`src/rtl/cond_flag_unit.sv`:
```
// -----------------------------------------------------------------------------
// cond_flag_unit
//   Consumer end of the ALU condition-code path. Holds the program status
//   flags {C,N,V,Z}, counts flag-writing instructions that have issued from ID
//   but not yet committed in EX, and answers condition-field queries from
//   branch / conditional-execute logic. A query whose flags are still in
//   flight is parked (stall=1) until the last pending flag write commits.
//
// Handshake (request side):
//   cond_req/cond_code is held stable by the requester until accepted;
//   accept = cond_req & cond_ready. cond_ready is high only while idle.
//   The answer is a single-cycle cond_valid pulse with cond_true alongside;
//   there is no back-pressure on the answer.
//
// Ports:
//   clk, rst_n                 clock, asynchronous active-low reset
//   alu_c/n/v/z                live ALU flags from EX
//   flag_we_ex                 EX instruction commits alu_* into PSR this edge
//   flag_we_id                 ID instruction with S bit issues (becomes pending)
//   flush                      clears pending count, drops a parked request
//   cond_req, cond_code        request valid and 4-bit condition field
//   cond_ready                 request can be accepted
//   cond_valid, cond_true      one-cycle answer pulse and outcome
//   stall                      hold ID: request parked on pending flags
//   psr_c/n/v/z                current PSR flags
//   pend_err                   sticky: issue at full count or commit at zero
//   dbg_state_o                FSM state (0 IDLE, 1 WAIT, 2 RESP)
//   dbg_pend_cnt_o             pending flag-write count
// -----------------------------------------------------------------------------
module cond_flag_unit #(
    parameter int MAX_PEND = 3,
    parameter bit FORWARD  = 1'b1
) (
    input  logic                            clk,
    input  logic                            rst_n,
    input  logic                            alu_c,
    input  logic                            alu_n,
    input  logic                            alu_v,
    input  logic                            alu_z,
    input  logic                            flag_we_ex,
    input  logic                            flag_we_id,
    input  logic                            flush,
    input  logic                            cond_req,
    input  logic [3:0]                      cond_code,
    output logic                            cond_ready,
    output logic                            cond_valid,
    output logic                            cond_true,
    output logic                            stall,
    output logic                            psr_c,
    output logic                            psr_n,
    output logic                            psr_v,
    output logic                            psr_z,
    output logic                            pend_err,
    output logic [1:0]                      dbg_state_o,
    output logic [$clog2(MAX_PEND+1)-1:0]   dbg_pend_cnt_o
);

    localparam int CW = $clog2(MAX_PEND + 1);
    localparam logic [CW-1:0] PEND_MAX = CW'(MAX_PEND);
    localparam logic [CW-1:0] PEND_ONE = CW'(1);

    typedef enum logic [1:0] {
        S_IDLE = 2'd0,
        S_WAIT = 2'd1,
        S_RESP = 2'd2
    } state_t;

    // Flag vectors are always ordered {C,N,V,Z}.
    function automatic logic eval_cond(input logic [3:0] code, input logic [3:0] f);
        logic c, n, v, z;
        logic r;
        {c, n, v, z} = f;
        case (code)
            4'h0:    r = z;
            4'h1:    r = !z;
            4'h2:    r = c;
            4'h3:    r = !c;
            4'h4:    r = n;
            4'h5:    r = !n;
            4'h6:    r = v;
            4'h7:    r = !v;
            4'h8:    r = c && !z;
            4'h9:    r = !c || z;
            4'hA:    r = (n == v);
            4'hB:    r = (n != v);
            4'hC:    r = !z && (n == v);
            4'hD:    r = z || (n != v);
            4'hE:    r = 1'b1;
            default: r = 1'b0;   // NV: reserved, never true
        endcase
        return r;
    endfunction

    // ---------------------------------------------------------------- PSR
    logic [3:0] psr_q, psr_d;
    logic [3:0] alu_flags;

    assign alu_flags = {alu_c, alu_n, alu_v, alu_z};
    assign psr_d     = flag_we_ex ? alu_flags : psr_q;

    always_ff @(posedge clk or negedge rst_n) begin
        if (!rst_n) begin
            psr_q <= 4'b0000;
        end else begin
            psr_q <= psr_d;
        end
    end

    // ------------------------------------------------------ pending count
    logic [CW-1:0] pend_q, pend_d;
    logic          pend_err_q, pend_err_d;

    always_comb begin
        pend_d     = pend_q;
        pend_err_d = pend_err_q;
        // A simultaneous issue and commit cancel out.
        if (flag_we_id && !flag_we_ex) begin
            if (pend_q == PEND_MAX) begin
                pend_err_d = 1'b1;
            end else begin
                pend_d = pend_q + PEND_ONE;
            end
        end else if (flag_we_ex && !flag_we_id) begin
            if (pend_q == '0) begin
                pend_err_d = 1'b1;
            end else begin
                pend_d = pend_q - PEND_ONE;
            end
        end
        // Flush wins over any same-edge count change; the error stays sticky.
        if (flush) begin
            pend_d = '0;
        end
    end

    always_ff @(posedge clk or negedge rst_n) begin
        if (!rst_n) begin
            pend_q     <= '0;
            pend_err_q <= 1'b0;
        end else begin
            pend_q     <= pend_d;
            pend_err_q <= pend_err_d;
        end
    end

    // -------------------------------------------------------- request FSM
    state_t     state_q;
    logic [3:0] code_q;
    logic       defer_q;        // final commit seen, answer from PSR next cycle
    logic       cond_ready_q;
    logic       cond_valid_q;
    logic       cond_true_q;
    logic       stall_q;
    logic       accept;
    logic       last_commit;

    assign accept      = cond_req && cond_ready_q;
    assign last_commit = (pend_q == PEND_ONE) && flag_we_ex;

    always_ff @(posedge clk or negedge rst_n) begin
        if (!rst_n) begin
            state_q      <= S_IDLE;
            code_q       <= 4'h0;
            defer_q      <= 1'b0;
            cond_ready_q <= 1'b1;
            cond_valid_q <= 1'b0;
            cond_true_q  <= 1'b0;
            stall_q      <= 1'b0;
        end else begin
            cond_valid_q <= 1'b0;
            case (state_q)
                S_IDLE: begin
                    if (accept) begin
                        code_q  <= cond_code;
                        defer_q <= 1'b0;
                        if (pend_q == '0) begin
                            // Flags are final; include any commit on this same edge.
                            state_q      <= S_RESP;
                            cond_true_q  <= eval_cond(cond_code, psr_d);
                            cond_valid_q <= 1'b1;
                            cond_ready_q <= 1'b0;
                        end else if (!flush) begin
                            state_q      <= S_WAIT;
                            cond_ready_q <= 1'b0;
                            stall_q      <= 1'b1;
                        end
                        // Accept with flush while flags are pending: dropped.
                    end
                end
                S_WAIT: begin
                    if (flush) begin
                        state_q      <= S_IDLE;
                        cond_ready_q <= 1'b1;
                        stall_q      <= 1'b0;
                        defer_q      <= 1'b0;
                    end else if (defer_q) begin
                        state_q      <= S_RESP;
                        cond_true_q  <= eval_cond(code_q, psr_q);
                        cond_valid_q <= 1'b1;
                        stall_q      <= 1'b0;
                        defer_q      <= 1'b0;
                    end else if (last_commit) begin
                        if (FORWARD) begin
                            state_q      <= S_RESP;
                            cond_true_q  <= eval_cond(code_q, alu_flags);
                            cond_valid_q <= 1'b1;
                            stall_q      <= 1'b0;
                        end else begin
                            defer_q <= 1'b1;
                        end
                    end else if (pend_q == '0) begin
                        // Nothing left in flight (count lost to misuse): answer
                        // from PSR rather than waiting forever.
                        state_q      <= S_RESP;
                        cond_true_q  <= eval_cond(code_q, psr_d);
                        cond_valid_q <= 1'b1;
                        stall_q      <= 1'b0;
                    end
                end
                S_RESP: begin
                    // Flush here is ignored: the answer already went out.
                    state_q      <= S_IDLE;
                    cond_ready_q <= 1'b1;
                end
                default: begin
                    state_q      <= S_IDLE;
                    cond_ready_q <= 1'b1;
                    stall_q      <= 1'b0;
                    defer_q      <= 1'b0;
                end
            endcase
        end
    end

    // ------------------------------------------------------------ outputs
    assign cond_ready     = cond_ready_q;
    assign cond_valid     = cond_valid_q;
    assign cond_true      = cond_true_q;
    assign stall          = stall_q;
    assign {psr_c, psr_n, psr_v, psr_z} = psr_q;
    assign pend_err       = pend_err_q;
    assign dbg_state_o    = state_q;
    assign dbg_pend_cnt_o = pend_q;

endmodule

```
`config.mk`:
```
export PLATFORM = sky130hd
export DESIGN_NAME = cond_flag_unit
export DESIGN_NICKNAME = d
export VERILOG_FILES = /design/src/rtl/cond_flag_unit.sv
export SDC_FILE = /design/constraint.sdc
export NUM_CORES = 1
export LEC_CHECK = 0
export CORE_MARGIN = 2
export CORE_UTILIZATION = 25
export CTS_CLUSTER_DIAMETER = 30
export DETAILED_ROUTE_END_ITERATION = 10
export GPL_TIMING_DRIVEN = 1
export SYNTH_ARGS = -nofsm -noshare
export SYNTH_HDL_FRONTEND = slang
export SYNTH_SLANG_ARGS = --single-unit
```
`constraint.sdc`:
```
create_clock -name clk -period 1.7 [get_ports clk]
set_input_delay 0.255 -clock clk [delete_from_list [all_inputs] [get_ports clk]]
set_output_delay 0.255 -clock clk [all_outputs]
set_load 0.05 [all_outputs]
```
# Word-level counts from Yosys, hierarchy flattened
# Index checks and enable logic that the tools add are counted.
# totals
register_bits	18
output_inout_bits	13
word_cells	159
# classes
n_addsub	2
eq_ne	50
mux	50
bitwise_logic	1
n_reduce_logical	46
# ops
op	count
one-hot mux 1 bit (15 select lines)	4
== test 4 bit (second input constant)	14
== test 4 x 3 -> 1 bit (second input constant)	8
2-to-1 mux 1 bit	27
2-to-1 mux 2 bit	12
== test 4 x 2 -> 1 bit (second input constant)	4
logical NOT 1 bit	14
inequality test 2 bit (second input constant)	6
AND reduction 3 bit	4
logical AND 1 bit	10
AND reduction 5 bit	2
inequality test 3 bit (second input constant)	3
== test 4 x 1 -> 1 bit (second input constant)	2
logical NOT 4 bit	2
one-hot mux 1 bit (2 select lines)	4
logical OR 1 bit	6
nonzero test 2 bit	3
inequality test 5 bit (second input constant)	1
== test 2 x 1 -> 1 bit (second input constant)	2
== test 2 bit (second input constant)	2
logical NOT 2 bit	2
2-to-1 mux 4 bit	1
inequality test 4 bit (second input constant)	1
one-hot mux 2 bit (2 select lines)	1
9 further kinds	14

# Logic depth before layout (Yosys ltp)
# Gate-level depths: netlist of run 1.
# depth
ltp_word	9
depth_mapped	8

# Least setup slack after synthesis of run 1
# OpenSTA, ideal clock, no wires.
# synth_path
path_kind	register -> register
start	register psr_q[3]
end	register cond_true_q (netlist: cond_true)
arrival_time_ns	1.831
path_slack_ns	-0.262
path_stages_with_launch	7
path_buffers	0
synth_period_minus_slack_ns	1.962
cell_sequence	dfrtp_1 nor2b_1 mux4_2 or2b_1 a211oi_2 o31ai_1 o211ai_2
# synth_between
elab_chain_cells	9
elab_cells_between_ends	17
cone_classes	mux: 11; reduce/logical: 6
# synth_rtl
item	line_no	rtl
start: declaration	95	logic [3:0] psr_q, psr_d;
start signal: assignment	105	psr_q <= psr_d;
2-to-1 mux 4 bit	99	assign psr_d = flag_we_ex ? alu_flags : psr_q;
logical NOT 1 bit	77, 83	
logical OR 1 bit	83	4'h9: r = !c || z;
one-hot mux 1 bit (15 select lines)	73	case (code)
2-to-1 mux 1 bit	211	end else if (pend_q == '0) begin
2-to-1 mux 1 bit	202	end else if (last_commit) begin
2-to-1 mux 1 bit	196	end else if (defer_q) begin
2-to-1 mux 1 bit	191	if (flush) begin
one-hot mux 1 bit (2 select lines) (*)	171	case (state_q)
end signal: assignment	179	cond_true_q <= eval_cond(cond_code, psr_d);
end signal: assignment	198	cond_true_q <= eval_cond(code_q, psr_q);
end signal: assignment	205	cond_true_q <= eval_cond(code_q, alu_flags);
end: declaration	152	logic cond_true_q;
# Mark *: on every way between the ends. The rest lies on a longest branch, timed or not. The select of a mux whose other input is x is not followed.
# A chain may end at the register's enable or synchronous reset.

# Worst setup path after layout of run 1
# layout_path
start	register psr_q[1]
end	register cond_true_q (netlist: cond_true)
# layout_between
elab_chain_cells	9
elab_cells_between_ends	21
cone_classes	eq/ne: 4; mux: 11; reduce/logical: 6
# layout_rtl
item	line_no
2-to-1 mux 4 bit	99
inequality test 1 bit or == test 1 bit (tied branches)	n/a
logical OR 1 bit or logical AND 1 bit (tied branches)	87, 86
one-hot mux 1 bit (15 select lines)	73
2-to-1 mux 1 bit	211
2-to-1 mux 1 bit	202
2-to-1 mux 1 bit	196
2-to-1 mux 1 bit	191
one-hot mux 1 bit (2 select lines) (*)	171
# Marks and branches as above.

==> impl_metrics.sql, run 1 <==
INSERT INTO impl_metrics (metric_group, metric, value, unit) VALUES
('synthesis', 'nets_in_the_synthesized_netlist', '161', ''),
('power_and_ir_drop', 'power_density', '581', 'nW/um^2'),
('cells_and_area', 'layout-drive-gt1-share', '38.3', '%'),
('clock_network', 'clock-root-buffer', 'sky130_fd_sc_hd__clkbuf_8', ''),
('synthesis', 'synth.cell_area', '1330', 'sq um'),
('routing', 'dr.first_iter.drc_count', '39', ''),
('timing', 'setup_viol', '1', ''),
('worst_setup_path', 'crit_slowest_cell', 'sky130_fd_sc_hd__mux4_2', ''),
('timing', 'max_slew_headroom', '70.7', '%'),
('routing', 'wl_per_cell', '12.4', 'um'),
('flow_run', 'max_cap_violations', '0', ''),
('floorplanning', 'placementRows', '26', ''),
('timing', 'setup_tns', '-0.0678', 'ns'),
('clock_network', 'cts.repair_timing.setup_buffer_count', '0', ''),
('floorplanning', 'fp.dieH', '76.9', 'um'),
('synthesis', 'yosys.cell_count.top_type', 'sky130_fd_sc_hd__dfrtp_1', ''),
('worst_setup_path', 'cp_cell_instances', 'mux4_2 > nor3b_2 > a31oi_1 > o211ai_1 > mux2_4 > o211ai_2', ''),
('timing', 'final_hold_viol_count', '0', ''),
('worst_setup_path', 'timing_worst_setup_path_type', 'reg -> reg', ''),
('timing', 'grt_setup_unrepaired', 'true', ''),
('synthesis', 'total_number_of_yosys_warnings', '0', ''),
('routing', 'routed-via-count', '1212', ''),
('worst_setup_path', 'timing.critical_path.max_delay_family', 'multiplexers', ''),
('cells_and_area', 'layout-area-overhead-vs-synth', '44.6', '%'),
('placed_design', 'finalWeightedCongestion', '0.853', ''),
('timing', 'fin_crit_sh', '104', '%'),
('clock_network', 'cts_sinks', '17', ''),
('global_route', 'overflow', '0', ''),
('floorplanning', 'dieArea', '5910', 'sq um'),
('clock_network', 'clk_path_buf_depth', '2', ''),
('synthesis', 'number_of_flops_mapped_to_enable_cells_by_yosys', '0', ''),
('clock_network', 'clk_pin_slew_worst_paths', '0.08', 'ns'),
('clock_network', 'clock_network_latency_to_the_later_pin_of_the_worst_skew_pair', '0.25', 'ns'),
('cells_and_area', 'num_antenna_cells', '0', ''),
('floorplanning', 'die-width', '76.9', 'um'),
('synthesis', 'synth_top_area_share', '30.1', '%'),
('worst_setup_path', 'largest_incremental_delay_on_the_critical_path', '0.49', 'ns'),
('global_route', 'antenna_found_initial', '0', ''),
('clock_network', 'h-tree-depth', '1', ''),
('timing', 'clock_skew', '0.00774', 'ns'),
('global_route', 'grt_pass1_wl', '5560', 'um'),
('worst_setup_path', 'startpoint_type', 'flop', ''),
('cells_and_area', 'n_fill_cell', '529', ''),
('cells_and_area', 'instances_no_fill', '263', ''),
('worst_setup_path', 'crit_path_end_kind', 'flop', ''),
('power_and_ir_drop', 'ir_drop_worst_case_vdd', '0.302', 'mV'),
('clock_network', 'tritoncts', 'done', ''),
('synthesis', 'seq_area_frac_synth', '32.1', '%'),
('synthesis', 'synthTopCellsByArea', 'sky130_fd_sc_hd__dfrtp_1 (30%), sky130_fd_sc_hd__mux2_2 (9.3%), sky130_fd_sc_hd__mux4_2 (5.1%), sky130_fd_sc_hd__ha_1 (4.7%), sky130_fd_sc_hd__mux2i_1 (3.8%)', ''),
('status', 'violations', 'setup timing', ''),
('routing', 'drcViolationCount', '0', ''),
('synthesis', 'asyncSetResetFlopFracSynth', '100', '%'),
('global_route', 'vias_in_the_first_global_route', '1233', ''),
('synthesis', 'yosys_most_used_dff', 'sky130_fd_sc_hd__dfrtp_1', ''),
('synthesis', 'netlist_instances', '142', ''),
('timing', 'maxSlewViolCount', '0', ''),
('cells_and_area', 'finish.net_count', '213', ''),
('synthesis', 'commonest_cells_post_synth', 'sky130_fd_sc_hd__dfrtp_1 (16), sky130_fd_sc_hd__nor2_1 (12), sky130_fd_sc_hd__mux2_2 (11), sky130_fd_sc_hd__nand2_1 (11)', ''),
('synthesis', 'ys_seq_elements', '17', ''),
('routing', 'postRouteWirelength', '3270', 'um'),
('worst_setup_path', 'required', '1.88', 'ns'),
('clock_network', 'cts_hold_buf', '0', ''),
('synthesis', 'avgSynthCellArea', '9.36', 'sq um'),
('synthesis', 'yosysUniqueCellTypes', '38', ''),
('timing', 'post-route-min-period', '1.77', 'ns'),
('timing', 'setup_ws', '-0.0678', 'ns'),
('placed_design', 'hpwlAfterDp', '2570', 'um'),
('status', 'status', 'complete, but fails checks', ''),
('routing', 'vias_per_cell', '4.61', ''),
('routing', 'detailedRoute.firstPassIterationCount', '4', ''),
('power_and_ir_drop', 'power.static_leakage', '0.862', 'nW');
[stage by stage]
| step | setup slack (ns) | instance area, sq um | utilization (%) | total power [W] | hold slack (ns) |
|---|---|---|---|---|---|
| after floorplan | -0.109 | 1340 | - | 0.000657 | -0.0406 |
| after global placement | -0.570 | 1860 | 36.5 | 0.000813 | 0.468 |
| after detailed placement | -0.594 | 1860 | 36.5 | 0.000814 | 0.476 |
| after CTS | -0.0366 | 1920 | 37.6 | 0.00113 | 0.336 |
| after global routing | -0.128 | 1920 | 37.6 | 0.00118 | 0.354 |
| final | -0.0678 | 1920 | 37.6 | 0.00112 | 0.327 |
[timing repair]
action                                  in CTS  in global routing
pin swaps                                    1                  1
resized for setup                           11                  1
endpoints found under the setup margin       1                  1
hold endpoints to repair                     0                  0
[registers in the layout, summed over array words and instances, names as in the netlist]
register and cells:
dbg_pend_cnt_o 2, dbg_state_o 2, cond_true 1, cond_ready 1, pend_err 1, code_q 4, cond_valid 1, stall 1
psr_q 4
[path summary, 6_finish.rpt]
path | from | end | slack (ns) | depth (start not counted)
max in group asynchronous | rst_n | cond_ready | 1.12 | 2
min reg2reg | pend_err | pend_err | 0.49 | 1
max reg2reg | psr_q[1] | cond_true | -0.07 | 6
min | rst_n | pend_err | 0.33 | 2
min in group clk | pend_err | pend_err | 0.49 | 1
max | psr_q[1] | cond_true | -0.07 | 6
[kinds of logic (layout without fill, tap and decap cells)]
family | count (synthesis) | after routing | synth area share (%)
simple gates | 44 | 44 | 16.9
compound gates | 33 | 33 | 16.7
mux | 20 | 20 | 20.2
flops | 17 | 17 | 32.1
buf+inv | 16 | 67 | 4.90
xor+xnor | 7 | 7 | 4.61
fa+ha+maj | 5 | 5 | 4.71
[report_power, final]
part | switching (W) | internal [W]
clock network | 0.000148 | 0.000163
logic | 0.000194 | 0.000173
registers | 0.0000161 | 0.000422
total | 0.000358 | 0.000758
[cell usage in the layout (no fill, tap or decap), types with 7 or more instances in the layout]
cell,n
sky130_fd_sc_hd__a21oi_1,8
sky130_fd_sc_hd__buf_4,40
sky130_fd_sc_hd__clkdlybuf4s50_1,7
sky130_fd_sc_hd__dfrtp_1,9
sky130_fd_sc_hd__dfrtp_2,7
sky130_fd_sc_hd__inv_1,8
sky130_fd_sc_hd__mux2_2,10
sky130_fd_sc_hd__nand2_1,11
sky130_fd_sc_hd__nor2_1,12
sky130_fd_sc_hd__o21ai_0,7
[area by class of cell]
class | instances | area, sq um | share of cell area (%)
clock inverter | 1 | 5.00 | 0.260
inverter | 8 | 30.0 | 1.56
timing repair buffer | 55 | 464 | 24.2
tap | 70 | 87.6 | 4.56
clock buffer | 3 | 41.3 | 2.15
sequential | 17 | 435 | 22.7
multi-input combinational | 109 | 858 | 44.7
[per-layer routing]
layer	routed length, um	vias up	global-route usage [%]
li1	-	615	-
met1	1540	575	15.0
met2	1610	18	19.2
met3	85	4	1.88
met4	28	0	2.91
met5	0	-	0
Note: power is estimated with default switching activity, not from simulation.
==> inputs of run 2 (changes only) <==
- SKIP_LAST_GASP: not set -> 1
==> impl_metrics.sql, run 2 (synthesized netlist as in run 1, its figures left out) <==
INSERT INTO impl_metrics (metric_group, metric, value, unit) VALUES
('global_route', 'grt_pass1_wl', '5560', 'um'),
('floorplanning', 'fp.dieH', '76.9', 'um'),
('timing', 'fmax', '566', 'MHz'),
('cells_and_area', 'layout-area-overhead-vs-synth', '44.6', '%'),
('floorplanning', 'die-width', '76.9', 'um'),
('global_route', 'overflow', '0', ''),
('worst_setup_path', 'crit_slowest_cell', 'sky130_fd_sc_hd__mux4_2', ''),
('cells_and_area', 'finish.utilization', '37.6', '%'),
('timing', 'hold_slack', '0.327', 'ns'),
('cells_and_area', 'final_cell_mix', 'sky130_fd_sc_hd__buf_4 (40), sky130_fd_sc_hd__nor2_1 (12), sky130_fd_sc_hd__nand2_1 (11), sky130_fd_sc_hd__mux2_2 (10), sky130_fd_sc_hd__dfrtp_1 (9)', ''),
('global_route', 'antenna_found_initial', '0', ''),
('routing', 'wl_per_cell', '12.4', 'um'),
('timing', 'worst_pin_slew', '0.440', 'ns'),
('clock_network', 'clock_network_latency_to_the_later_pin_of_the_worst_skew_pair', '0.25', 'ns'),
('timing', 'post-route-min-period', '1.77', 'ns'),
('timing', 'grt_setup_unrepaired', 'true', ''),
('routing', 'postRouteWirelength', '3270', 'um'),
('clock_network', 'numCtsBuffers', '3', ''),
('worst_setup_path', 'timing_worst_setup_path_type', 'reg -> reg', ''),
('timing', 'setup_ws', '-0.0678', 'ns'),
('cells_and_area', 'n_fill_cell', '529', ''),
('placed_design', 'place.port_buffers', '26', ''),
('worst_setup_path', 'largest_incremental_delay_on_the_critical_path', '0.49', 'ns'),
('routing', 'vias_per_cell', '4.61', ''),
('clock_network', 'h-tree-depth', '1', ''),
('routing', 'detailedRoute.firstPassIterationCount', '4', ''),
('placed_design', 'setup_slack_placement', '-0.594', 'ns'),
('global_route', 'grt_start_max_net_pins', '18', ''),
('clock_network', 'tritoncts', 'done', ''),
('floorplanning', 'dieArea', '5910', 'sq um'),
('min_path', 'min-delay-path-class', 'in -> async', ''),
('clock_network', 'clk_pin_slew_worst_paths', '0.08', 'ns'),
('timing', 'clock_skew', '0.00783', 'ns'),
('timing', 'fin_crit_sh', '104', '%'),
('cells_and_area', 'layout-drive-gt1-share', '38.3', '%'),
('cells_and_area', 'num_antenna_cells', '0', ''),
('placed_design', 'finalWeightedCongestion', '0.853', ''),
('worst_setup_path', 'crit_path_end_kind', 'flop', ''),
('routing', 'dr.first_iter.drc_count', '39', ''),
('floorplanning', 'io_pins', '27', ''),
('power_and_ir_drop', 'power_density', '581', 'nW/um^2'),
('status', 'violations', 'setup timing', ''),
('routing', 'antenna_violating_nets_post_route', '0', ''),
('power_and_ir_drop', 'post-layout-total-power', '0.00112', 'W'),
('routing', 'drcViolationCount', '0', ''),
('cells_and_area', 'layout_top_registers', 'code_q (4), psr_q (4)', ''),
('clock_network', 'clock-root-buffer', 'sky130_fd_sc_hd__clkbuf_8', ''),
('cells_and_area', 'finish.net_count', '213', ''),
('timing', 'maxSlewViolCount', '0', ''),
('cells_and_area', 'layout_commonest_cell', 'sky130_fd_sc_hd__buf_4', ''),
('timing', 'final_hold_viol_count', '0', ''),
('placed_design', 'hpwlAfterDp', '2570', 'um'),
('worst_setup_path', 'required', '1.88', 'ns'),
('power_and_ir_drop', 'ir_drop_worst_case_vdd', '0.302', 'mV'),
('power_and_ir_drop', 'power.static_leakage', '0.862', 'nW'),
('status', 'status', 'complete, but fails checks', ''),
('flow_run', 'max_cap_violations', '0', ''),
('timing', 'max_slew_headroom', '70.7', '%'),
('clock_network', 'clk_path_buf_depth', '2', ''),
('placed_design', 'placedCellCount', '259', ''),
('worst_setup_path', 'crit_path_max_fanout', '4', ''),
('timing', 'setup_viol', '1', ''),
('clock_network', 'cts_sinks', '17', ''),
('floorplanning', 'floorplan.initialDensity', '26.0', '%'),
('routing', 'routed-via-count', '1212', ''),
('clock_network', 'cts.repair_timing.setup_buffer_count', '0', ''),
('worst_setup_path', 'startpoint_type', 'flop', ''),
('cells_and_area', 'instances_no_fill', '263', ''),
('global_route', 'vias_in_the_first_global_route', '1233', ''),
('floorplanning', 'placeableCoreArea', '5110', 'sq um'),
('worst_setup_path', 'timing.critical_path.arrival', '1.95', 'ns'),
('floorplanning', 'placementRows', '26', ''),
('worst_setup_path', 'cp_cell_instances', 'mux4_2 > nor3b_2 > a31oi_1 > o211ai_1 > mux2_4 > o211ai_2', ''),
('global_route', 'groute.usage.overall', '11.4', '%');
run 2: cell counts in the layout (fill, tap and decap cells not counted):
No cell type changed its count.
run 2: critical path, delay by kind of cell, from the launching register on:
family	cells	cell delay, ns
DFF	1	0.43
muxes	2	0.83
and+or+nand+nor	1	0.18
AOI/OAI and AO/OA	3	0.26
run 2: through the flow:
stage | setup TNS [ns] | area (sq um)
final | -0.0678 | 1920
after global routing | -0.128 | 1920
after CTS | -0.0395 | 1920
after detailed placement | -1.18 | 1860
after global placement | -1.08 | 1860
after floorplan | -0.109 | 1340
run 2: repair_timing:
| item | 4_1_cts | 5_1_grt |
|---|---|---|
| setup endpoints to repair | 1 | 1 |
| pin swaps | 1 | 1 |
| resized for setup | 10 | 1 |
| hold buffers | 0 | 0 |
run 2: final timing paths:
kind	to	startpoint	cells after the start	slack [ns]
worst max-delay path	cond_true	psr_q[1]	6	-0.07
worst min-delay path	pend_err	rst_n	2	0.33
worst min register to register	pend_err	pend_err	1	0.49
worst max register to register	cond_true	psr_q[1]	6	-0.07
max in group asynchronous	cond_ready	rst_n	2	1.12
min in group clk	pend_err	pend_err	1	0.49
run 2: final cells by class:
cell class,instances,area [sq um],share of cell area [%]
Tap cell,70,87.6,4.56
Inverter,8,30.0,1.56
Clock buffer,3,41.3,2.15
Multi-Input combinational cell,109,858,44.7
Clock inverter,1,5.00,0.260
Timing Repair Buffer,55,464,24.2
Sequential cell,17,435,22.7
run 2: metal layers:
layer  vias to the layer above  global-route usage [%]  part of all wire (%)  wire length, um
met1                       575                    15.0                    47             1540
met5                         -                       0                     0                0
li1                        615                       -                     -                -
met3                         4                    1.88                   2.6               85
met4                         0                    2.91                  0.86               28
met2                        18                    19.2                    49             1610
run 2: report_power, final:
group	switching, W	total (W)	internal (W)
Sequential	0.0000161	0.000438	0.000422
Combinational	0.000194	0.000367	0.000173
Clock	0.000148	0.000310	0.000163
==> inputs of run 3 (changes only) <==
- SKIP_LAST_GASP: 1 -> not set
==> results of run 3 <==
No change in the layout: final DEF, timing and power equal those of run 1.
